==> config.mk <==
export PLATFORM = sky130hd
export DESIGN_NAME = wu_mem_arb_flat
export DESIGN_NICKNAME = d
export VERILOG_FILES = /design/src/rtl/wu_mem_arb_if.sv /design/src/rtl/wu_mem_arb.sv /design/src/flat_wrapper.sv
export SDC_FILE = /design/constraint.sdc
export NUM_CORES = 1
export LEC_CHECK = 0
export ABC_AREA = 1
export CAP_MARGIN = 20
export CORE_AREA = 2 2 90 92
export DETAILED_ROUTE_END_ITERATION = 8
export DIE_AREA = 0 0 92 94
export GPL_TIMING_DRIVEN = 0
export PLACE_DENSITY_LB_ADDON = 0.08
export SYNTH_ARGS = -nofsm -noshare
export SYNTH_HDL_FRONTEND = slang
export SYNTH_SLANG_ARGS = --single-unit
==> constraint.sdc <==
create_clock -name clk -period 1.25 [get_ports clk]
set_input_delay 0.1875 -clock clk [delete_from_list [all_inputs] [get_ports clk]]
set_output_delay 0.1875 -clock clk [all_outputs]
set_load 0.01 [all_outputs]
==> src/rtl/wu_mem_arb_if.sv <==
// Bus bundle for the WU memory arbiter: fetch/loader request side and WU memory side.
// The arbiter connects through the slave modport; the environment uses the master modport.
`ifndef MGR_WU_ADDRESS_RANGE
`define MGR_WU_ADDRESS_RANGE 7:0
`endif
`ifndef MGR_WU_DATA_RANGE
`define MGR_WU_DATA_RANGE 31:0
`endif

interface wu_mem_arb_if;
    // fetch port
    logic                         wuf__wua__read_req;
    logic [`MGR_WU_ADDRESS_RANGE] wuf__wua__addr;
    logic                         wua__wuf__gnt;
    logic [`MGR_WU_DATA_RANGE]    wua__wuf__rdata;
    logic                         wua__wuf__rdata_valid;
    // loader port
    logic                         sys__wua__write_req;
    logic [`MGR_WU_ADDRESS_RANGE] sys__wua__addr;
    logic [`MGR_WU_DATA_RANGE]    sys__wua__wdata;
    logic                         wua__sys__gnt;
    // global stall
    logic                         xxx__wua__stall;
    // WU memory port
    logic                         wua__wum__read;
    logic                         wua__wum__write;
    logic [`MGR_WU_ADDRESS_RANGE] wua__wum__addr;
    logic [`MGR_WU_DATA_RANGE]    wua__wum__wdata;
    logic [`MGR_WU_DATA_RANGE]    wum__wua__rdata;

    modport slave (
        input  wuf__wua__read_req, wuf__wua__addr,
        input  sys__wua__write_req, sys__wua__addr, sys__wua__wdata,
        input  xxx__wua__stall, wum__wua__rdata,
        output wua__wuf__gnt, wua__wuf__rdata, wua__wuf__rdata_valid,
        output wua__sys__gnt,
        output wua__wum__read, wua__wum__write, wua__wum__addr, wua__wum__wdata
    );

    modport master (
        output wuf__wua__read_req, wuf__wua__addr,
        output sys__wua__write_req, sys__wua__addr, sys__wua__wdata,
        output xxx__wua__stall, wum__wua__rdata,
        input  wua__wuf__gnt, wua__wuf__rdata, wua__wuf__rdata_valid,
        input  wua__sys__gnt,
        input  wua__wum__read, wua__wum__write, wua__wum__addr, wua__wum__wdata
    );
endinterface

==> src/rtl/wu_mem_arb.sv <==
// Single-port WU memory arbiter between instruction fetch (reads) and the loader (writes).
// Define WU_MEM_ARB_ROUND_ROBIN_EN for round-robin contention; otherwise the loader has fixed priority.
`ifndef MGR_WU_ADDRESS_RANGE
`define MGR_WU_ADDRESS_RANGE 7:0
`endif
`ifndef MGR_WU_DATA_RANGE
`define MGR_WU_DATA_RANGE 31:0
`endif

module wu_mem_arb (
    input  logic        clk,
    input  logic        reset_poweron,
    wu_mem_arb_if.slave bus
);
    typedef enum logic [1:0] {
        ST_IDLE  = 2'd0,
        ST_FETCH = 2'd1,
        ST_LOAD  = 2'd2
    } state_t;

    // Read tracking stages from the memory strobe up to the capture of the memory data.
    localparam int RD_PIPE = 2;

    state_t                       state_q;
    logic                         gnt_fetch_d;
    logic                         gnt_load_d;
    logic                         read_q;
    logic                         write_q;
    logic [`MGR_WU_ADDRESS_RANGE] addr_q;
    logic [`MGR_WU_DATA_RANGE]    wdata_q;
    logic [`MGR_WU_DATA_RANGE]    rdata_q;
    logic                         rdata_valid_q;
    logic                         rd_pipe_q [RD_PIPE];

    always_comb begin
        gnt_fetch_d = 1'b0;
        gnt_load_d  = 1'b0;
        if (!reset_poweron && !bus.xxx__wua__stall) begin
            if (bus.wuf__wua__read_req && bus.sys__wua__write_req) begin
`ifdef WU_MEM_ARB_ROUND_ROBIN_EN
                if (state_q == ST_FETCH) begin
                    gnt_load_d = 1'b1;
                end else begin
                    gnt_fetch_d = 1'b1;
                end
`else
                gnt_load_d = 1'b1;
`endif
            end else begin
                gnt_fetch_d = bus.wuf__wua__read_req;
                gnt_load_d  = bus.sys__wua__write_req;
            end
        end
    end

    // Owner FSM and the registered memory command / read return.
    always_ff @(posedge clk) begin
        if (reset_poweron) begin
            state_q       <= ST_IDLE;
            read_q        <= 1'b0;
            write_q       <= 1'b0;
            addr_q        <= '0;
            wdata_q       <= '0;
            rdata_q       <= '0;
            rdata_valid_q <= 1'b0;
        end else begin
            read_q  <= gnt_fetch_d;
            write_q <= gnt_load_d;
            if (gnt_fetch_d) begin
                addr_q <= bus.wuf__wua__addr;
            end else if (gnt_load_d) begin
                addr_q  <= bus.sys__wua__addr;
                wdata_q <= bus.sys__wua__wdata;
            end

            rdata_valid_q <= rd_pipe_q[RD_PIPE-1];
            if (rd_pipe_q[RD_PIPE-1]) begin
                rdata_q <= bus.wum__wua__rdata;
            end

            if (bus.xxx__wua__stall) begin
                state_q <= state_q;
            end else if (gnt_fetch_d) begin
                state_q <= ST_FETCH;
            end else if (gnt_load_d) begin
                state_q <= ST_LOAD;
            end else if (!bus.wuf__wua__read_req && !bus.sys__wua__write_req) begin
                state_q <= ST_IDLE;
            end
        end
    end

    // Stage 0 is the read strobe itself; later stages follow the memory latency.
    assign rd_pipe_q[0] = read_q;

    generate
        for (genvar gi = 1; gi < RD_PIPE; gi++) begin : g_rd_pipe
            always_ff @(posedge clk) begin
                if (reset_poweron) begin
                    rd_pipe_q[gi] <= 1'b0;
                end else begin
                    rd_pipe_q[gi] <= rd_pipe_q[gi-1];
                end
            end
        end
    endgenerate

    assign bus.wua__wuf__gnt         = gnt_fetch_d;
    assign bus.wua__sys__gnt         = gnt_load_d;
    assign bus.wua__wum__read        = read_q;
    assign bus.wua__wum__write       = write_q;
    assign bus.wua__wum__addr        = addr_q;
    assign bus.wua__wum__wdata       = wdata_q;
    assign bus.wua__wuf__rdata       = rdata_q;
    assign bus.wua__wuf__rdata_valid = rdata_valid_q;

endmodule

==> src/flat_wrapper.sv <==
// flat-port wrapper written by rule: the top's interface ports become plain ports
module wu_mem_arb_flat 
  (clk, reset_poweron, bus_wuf__wua__read_req, bus_wuf__wua__addr, bus_sys__wua__write_req, bus_sys__wua__addr, bus_sys__wua__wdata, bus_xxx__wua__stall, bus_wum__wua__rdata, bus_wua__wuf__gnt, bus_wua__wuf__rdata, bus_wua__wuf__rdata_valid, bus_wua__sys__gnt, bus_wua__wum__read, bus_wua__wum__write, bus_wua__wum__addr, bus_wua__wum__wdata);
  wu_mem_arb_if bus_i ();
  input  logic clk;
  input  logic reset_poweron;
  input wire logic [$bits(bus_i.wuf__wua__read_req)-1:0] bus_wuf__wua__read_req;
  input wire logic [$bits(bus_i.wuf__wua__addr)-1:0] bus_wuf__wua__addr;
  input wire logic [$bits(bus_i.sys__wua__write_req)-1:0] bus_sys__wua__write_req;
  input wire logic [$bits(bus_i.sys__wua__addr)-1:0] bus_sys__wua__addr;
  input wire logic [$bits(bus_i.sys__wua__wdata)-1:0] bus_sys__wua__wdata;
  input wire logic [$bits(bus_i.xxx__wua__stall)-1:0] bus_xxx__wua__stall;
  input wire logic [$bits(bus_i.wum__wua__rdata)-1:0] bus_wum__wua__rdata;
  output wire logic [$bits(bus_i.wua__wuf__gnt)-1:0] bus_wua__wuf__gnt;
  output wire logic [$bits(bus_i.wua__wuf__rdata)-1:0] bus_wua__wuf__rdata;
  output wire logic [$bits(bus_i.wua__wuf__rdata_valid)-1:0] bus_wua__wuf__rdata_valid;
  output wire logic [$bits(bus_i.wua__sys__gnt)-1:0] bus_wua__sys__gnt;
  output wire logic [$bits(bus_i.wua__wum__read)-1:0] bus_wua__wum__read;
  output wire logic [$bits(bus_i.wua__wum__write)-1:0] bus_wua__wum__write;
  output wire logic [$bits(bus_i.wua__wum__addr)-1:0] bus_wua__wum__addr;
  output wire logic [$bits(bus_i.wua__wum__wdata)-1:0] bus_wua__wum__wdata;
  assign bus_i.wuf__wua__read_req = bus_wuf__wua__read_req;
  assign bus_i.wuf__wua__addr = bus_wuf__wua__addr;
  assign bus_i.sys__wua__write_req = bus_sys__wua__write_req;
  assign bus_i.sys__wua__addr = bus_sys__wua__addr;
  assign bus_i.sys__wua__wdata = bus_sys__wua__wdata;
  assign bus_i.xxx__wua__stall = bus_xxx__wua__stall;
  assign bus_i.wum__wua__rdata = bus_wum__wua__rdata;
  assign bus_wua__wuf__gnt = bus_i.wua__wuf__gnt;
  assign bus_wua__wuf__rdata = bus_i.wua__wuf__rdata;
  assign bus_wua__wuf__rdata_valid = bus_i.wua__wuf__rdata_valid;
  assign bus_wua__sys__gnt = bus_i.wua__sys__gnt;
  assign bus_wua__wum__read = bus_i.wua__wum__read;
  assign bus_wua__wum__write = bus_i.wua__wum__write;
  assign bus_wua__wum__addr = bus_i.wua__wum__addr;
  assign bus_wua__wum__wdata = bus_i.wua__wum__wdata;
  wu_mem_arb u_core (.clk(clk), .reset_poweron(reset_poweron), .bus(bus_i));
endmodule
# After elaboration in Yosys (flattened, before gate mapping)
# Index checks and enable logic that the tools add are counted.
[word_totals]
reg_bits = 76
out_inout_bits = 77
wordCells = 20
[classes]
n_bitwise = 1
muxes = 6
reduce_logical = 6
[ops]
columns = ["op", "count"]
rows = [
  ["$mux W8", 2],
  ["$mux W1", 4],
  ["$logic_and A1 B1 Y1", 2],
  ["$logic_not A1 Y1", 2],
  ["$reduce_and A2 Y1", 1],
  ["$reduce_bool A2 Y1", 1],
  ["$not A1 Y1", 1],
]

# Logic depth before layout (Yosys ltp)
[depth]
ltp_word = 5
ltp_mapped = 7

# Least setup slack after synthesis
# Ideal clock, no wire load.
[synth_timing]
path_type = "in2reg"
start = "input port bus_sys__wua__write_req"
end = "register u_core.addr_q[1] (netlist: u_core.bus.wua__wum__addr[1])"
slack_ps = 257
arrival_ps = 883
n_path_buf = 1
path_stages = 5
cell_sequence = "clkbuf_2 o21ai_1 nand2_1 nand3_1 nor2_1"
[synth_between]
elab_chain_cells = 4
[synth_rtl]
columns = ["element", "line", "source"]
rows = [
  ["from (decl)", "flat_wrapper.sv:9", "input wire logic [$bits(bus_i.sys__wua__write_req)-1:0] bus_sys__wua__write_req;"],
  ["$logic_and A1 B1 Y1", "wu_mem_arb.sv:39", "if (bus.wuf__wua__read_req && bus.sys__wua__write_req) begin"],
  ["$mux W1", "wu_mem_arb.sv:39", ""],
  ["$mux W1", "wu_mem_arb.sv:38", "if (!reset_poweron && !bus.xxx__wua__stall) begin"],
  ["$mux W8 / $reduce_bool A2 Y1 (equally long branches)", "n/a", ""],
  ["to (signal assigned)", "wu_mem_arb.sv:70", "addr_q <= bus.wuf__wua__addr;"],
  ["to (signal assigned)", "wu_mem_arb.sv:72", "addr_q <= bus.sys__wua__addr;"],
  ["to (decl)", "wu_mem_arb.sv:29", "logic [`MGR_WU_ADDRESS_RANGE] addr_q;"],
]
# Several ways; a longest one is shown, not always the timed one.
# A chain may end at the register's enable or synchronous reset.

# Worst setup path after layout
[layout_timing]
start = "input port bus_xxx__wua__stall"
end = "output port bus_wua__wuf__gnt"
[layout_between]
elab_chain_cells = 3
[layout_rtl]
columns = ["element", "line", "source"]
rows = [
  ["from (decl)", "flat_wrapper.sv:12", "input wire logic [$bits(bus_i.xxx__wua__stall)-1:0] bus_xxx__wua__stall;"],
  ["$logic_not A1 Y1", "wu_mem_arb.sv:38", ""],
  ["$logic_and A1 B1 Y1", "wu_mem_arb.sv:38", ""],
  ["$mux W1", "wu_mem_arb.sv:38", ""],
  ["to (decl)", "flat_wrapper.sv:14", "output wire logic [$bits(bus_i.wua__wuf__gnt)-1:0] bus_wua__wuf__gnt;"],
]
# No other way between the ends.

==> qor.yml <==
drt:
  vias_per_cell: 4.439
  drc: 0
  via_count: 2943
  first_iter_violations: 62
  drt_pre_antenna_iters: 4
  ant_nets: 0
  routedWlPerCell_um: 12.50
  drt-total-wl_um: 8286
placed_design:
  pre_cts_ws_ns: -0.8758
  dp_hpwl_um: 6080
  place.gp.congestion: 0.7699
  io_buffers: 160
worst_setup_path:
  slowest_stage: "dlygate4sd2_1"
  path_buf_inv: 5
  r2r-end: "u_core.bus.wua__wuf__rdata[11]$_SDFFE_PP0P_"
  path_max_fanout: 3
  crit_chain: "dlygate4sd2_1 -> nor2_4 -> buf_4 -> buf_6 -> nand2_4 -> inv_2 -> buf_6"
  required_ns: 1.06
  reg2reg_slack_ns: 0.13
  end_kind: "primary output"
  cp_slowest_stage_delay_ns: 0.26
  startpoint_type: "input port"
  rr_startpoint: "u_core.rd_pipe_q[0]$_SDFF_PP0_"
  setup.worst_path.class: "input port to primary output"
  cp_top_family: "buffers and inverters"
  cpMostUsedCell: "buf_6"
  reg2reg_depth: 3
  cp.arrival_ns: 1.00
sta:
  maxSlewHeadroom_pct: 58.89
  max_freq_mhz: 845.2
  finalCritPeriodShare_pct: 94.65
  worst_slack_ns: 0.06685
  slew_violations: 0
  skew_ns: 0.006346
  rsz0062_at_grt: "false"
  worst_pin_slew_ns: 0.6125
  finalSetupViolations: 0
  hold_violations: 0
  period_needed_ns: 1.183
power_and_ir_drop:
  power.internal_mw: 3.889
  p_switching_mw: 1.233
  p_comb_share_pct: 13.9
  clockPowerShare_pct: 36.1
  finalPower_mw: 5.122
  power-per-cell-area_nw_per_um2: 1091
  swShare_pct: 24.08
  p_leak_nw: 2.552
  seqPwrFrac_pct: 50.0
  peakVddDrop_mv: 0.6086
die:
  die_h_um: 94
  initial_core_util_pct: 37.01
  rows: 32
  coreArea_um2: 7607
  ios: 162
  die_area_um2: 8648
  floorplan.die.width_um: 92
finish:
  fillers: 730
  synthToLayoutAreaGrowth_pct: 66.80
  fin_nets: 642
  final_core_util_pct: 61.73
  diodes: 0
  drive_gt1_share_pct: 7.487
synth:
  synthCells: 380
  syn_avg_cell_area_um2: 7.408
  synth-seq-area-share_pct: 54.04
  ys_seq_elements: 76
  syn_area_um2: 2815
  syn-num-nets: 465
  synth.distinct_cells: 17
  yosys_warnings: 0
clock_network:
  cts_tree: "built"
  clkLatencyLatePin_ns: 0.34
  cts_sinks: 76
  clk_path_buf_depth: 2
  cts_root_buffer: "clkbuf_8"
  cts_htree_levels: 3
  cts_inserted_buffers: 9
  clk_pin_slew_worst_paths_ns: 0.07
  cts_hold_buf: 0
run_status:
  outcome: "finished clean"
global_route:
  grt_use_total_pct: 19.48
  grt_pass1_wl_um: 13270
  grt_pass1_vias: 2785
  grt_start_max_net_pins: 13
  overflow: 0
  antenna_found_initial: 0
min_path:
  hp-class: "input port to flop"
  min_from: "reset_poweron"
  holdPathEnd: "u_core.rd_pipe_q[0]$_SDFF_PP0_"
  whs_path_depth: 2
run:
  cap_violations: 0
==> state kept, by name, indices dropped and copies added (netlist names) <==
signal,count
u_core.bus.wua__wuf__rdata,32
u_core.bus.wua__wuf__rdata_valid,1
u_core.bus.wua__wum__addr,8
u_core.bus.wua__wum__read,1
u_core.bus.wua__wum__wdata,32
u_core.bus.wua__wum__write,1
u_core.rd_pipe_q,1
==> metrics by stage <==
stage          std cells  hold WS (ns)  instance area [µm²]  setup TNS [ns]
2_1_floorplan        380        0.2591                 2815               0
3_3_place_gp         642        0.4161                 4544          -29.48
3_5_place_dp         642        0.4159                 4544          -30.54
4_1_cts              661        0.3085                 4686         -0.1180
5_1_grt              663        0.1111                 4696               0
6_report             663        0.1190                 4696               0
==> worst max path at each step <==
stage | start | endpoint | slack, ns | cells past startpoint
floorplan | bus_sys__wua__write_req | u_core.bus.wua__wum__addr[1]$_SDFFE_PP0P_ | 0.26 | 5
global placement | reset_poweron | bus_wua__sys__gnt | -0.86 | 6
detailed placement | reset_poweron | bus_wua__sys__gnt | -0.88 | 6
CTS | reset_poweron | bus_wua__sys__gnt | -0.12 | 6
global route | u_core.rd_pipe_q[0]$_SDFF_PP0_ | u_core.bus.wua__wuf__rdata[14]$_SDFFE_PP0P_ | 0.007 | 3
finish | bus_xxx__wua__stall | bus_wua__wuf__gnt | 0.07 | 7
==> cell usage after synthesis <==
master	number	area, µm²
nand2_4	1	11.26
dfxtp_1	76	1521
buf_4	2	15.01
nor2_4	2	22.52
nor2_1	74	277.8
buf_6	1	11.26
nand2_2	1	6.260
inv_2	2	7.510
inv_1	35	131.4
nand3_1	53	265.3
clkbuf_1	11	41.29
clkbuf_2	1	5.000
buf_2	3	15.01
nand2_1	81	304.0
o21ai_0	32	160.2
buf_1	4	15.01
o21ai_1	1	5.000
==> layout by cell type (no fill, tap or decap), drive strengths merged <==
| cell | n |
|---|---|
| buf | 15 |
| bufinv | 1 |
| clkbuf | 27 |
| clkdlybuf4s50 | 80 |
| clkinv | 1 |
| clkinvlp | 2 |
| dfxtp | 76 |
| dlygate4sd2 | 77 |
| inv | 37 |
| nand2 | 83 |
| nand3 | 53 |
| nor2 | 76 |
| o21ai | 33 |
==> per-layer routing <==
layer / vias to the layer above / track usage, % / routed length, µm
met5: - / 0 / 0
met4: 0 / 8.458 / 149
met3: 13 / 6.260 / 694
met2: 96 / 32.29 / 3774
met1: 1302 / 23.21 / 3667
li1: 1532 / - / -
==> power groups by stage <==
| stage | sequential [mW] | combinational [mW] | clock, mW |
|---|---|---|---|
| finish | 2.56 | 0.711 | 1.85 |
| global route | 2.57 | 0.778 | 2.01 |
| CTS | 2.56 | 0.713 | 1.89 |
| detailed placement | 2.62 | 0.766 | 0 |
| global placement | 2.62 | 0.758 | 0 |
| floorplan | 2.67 | 0.198 | 0 |
==> what timing repair did <==
item	in CTS	in global routing
endpoints found under the setup margin	147	25
gates resized for setup	91	9
pin swaps	3	1
setup buffers	4	2
==> final cells by class <==
class,count,area (µm²),share of cell area (%)
clock buffer,11,141.4,3.011
buffer,22,113.9,2.425
timing repair buffer,166,1545,32.91
clock inverter,4,50.05,1.066
sequential,76,1521,32.40
inverter,37,138.9,2.958
multi-input combinational,245,1057,22.52
tap,102,127.6,2.718
==> kinds of logic (layout without fill, tap and decap cells) <==
group	Yosys count	count (layout)	share of synthesized area, %
AND/OR/NAND/NOR	212	212	31.51
buffers and inverters	59	240	8.577
AO/OA/AOI/OAI	33	33	5.866
flip-flops	76	76	54.04
Note: power is estimated with default switching activity, not from simulation.
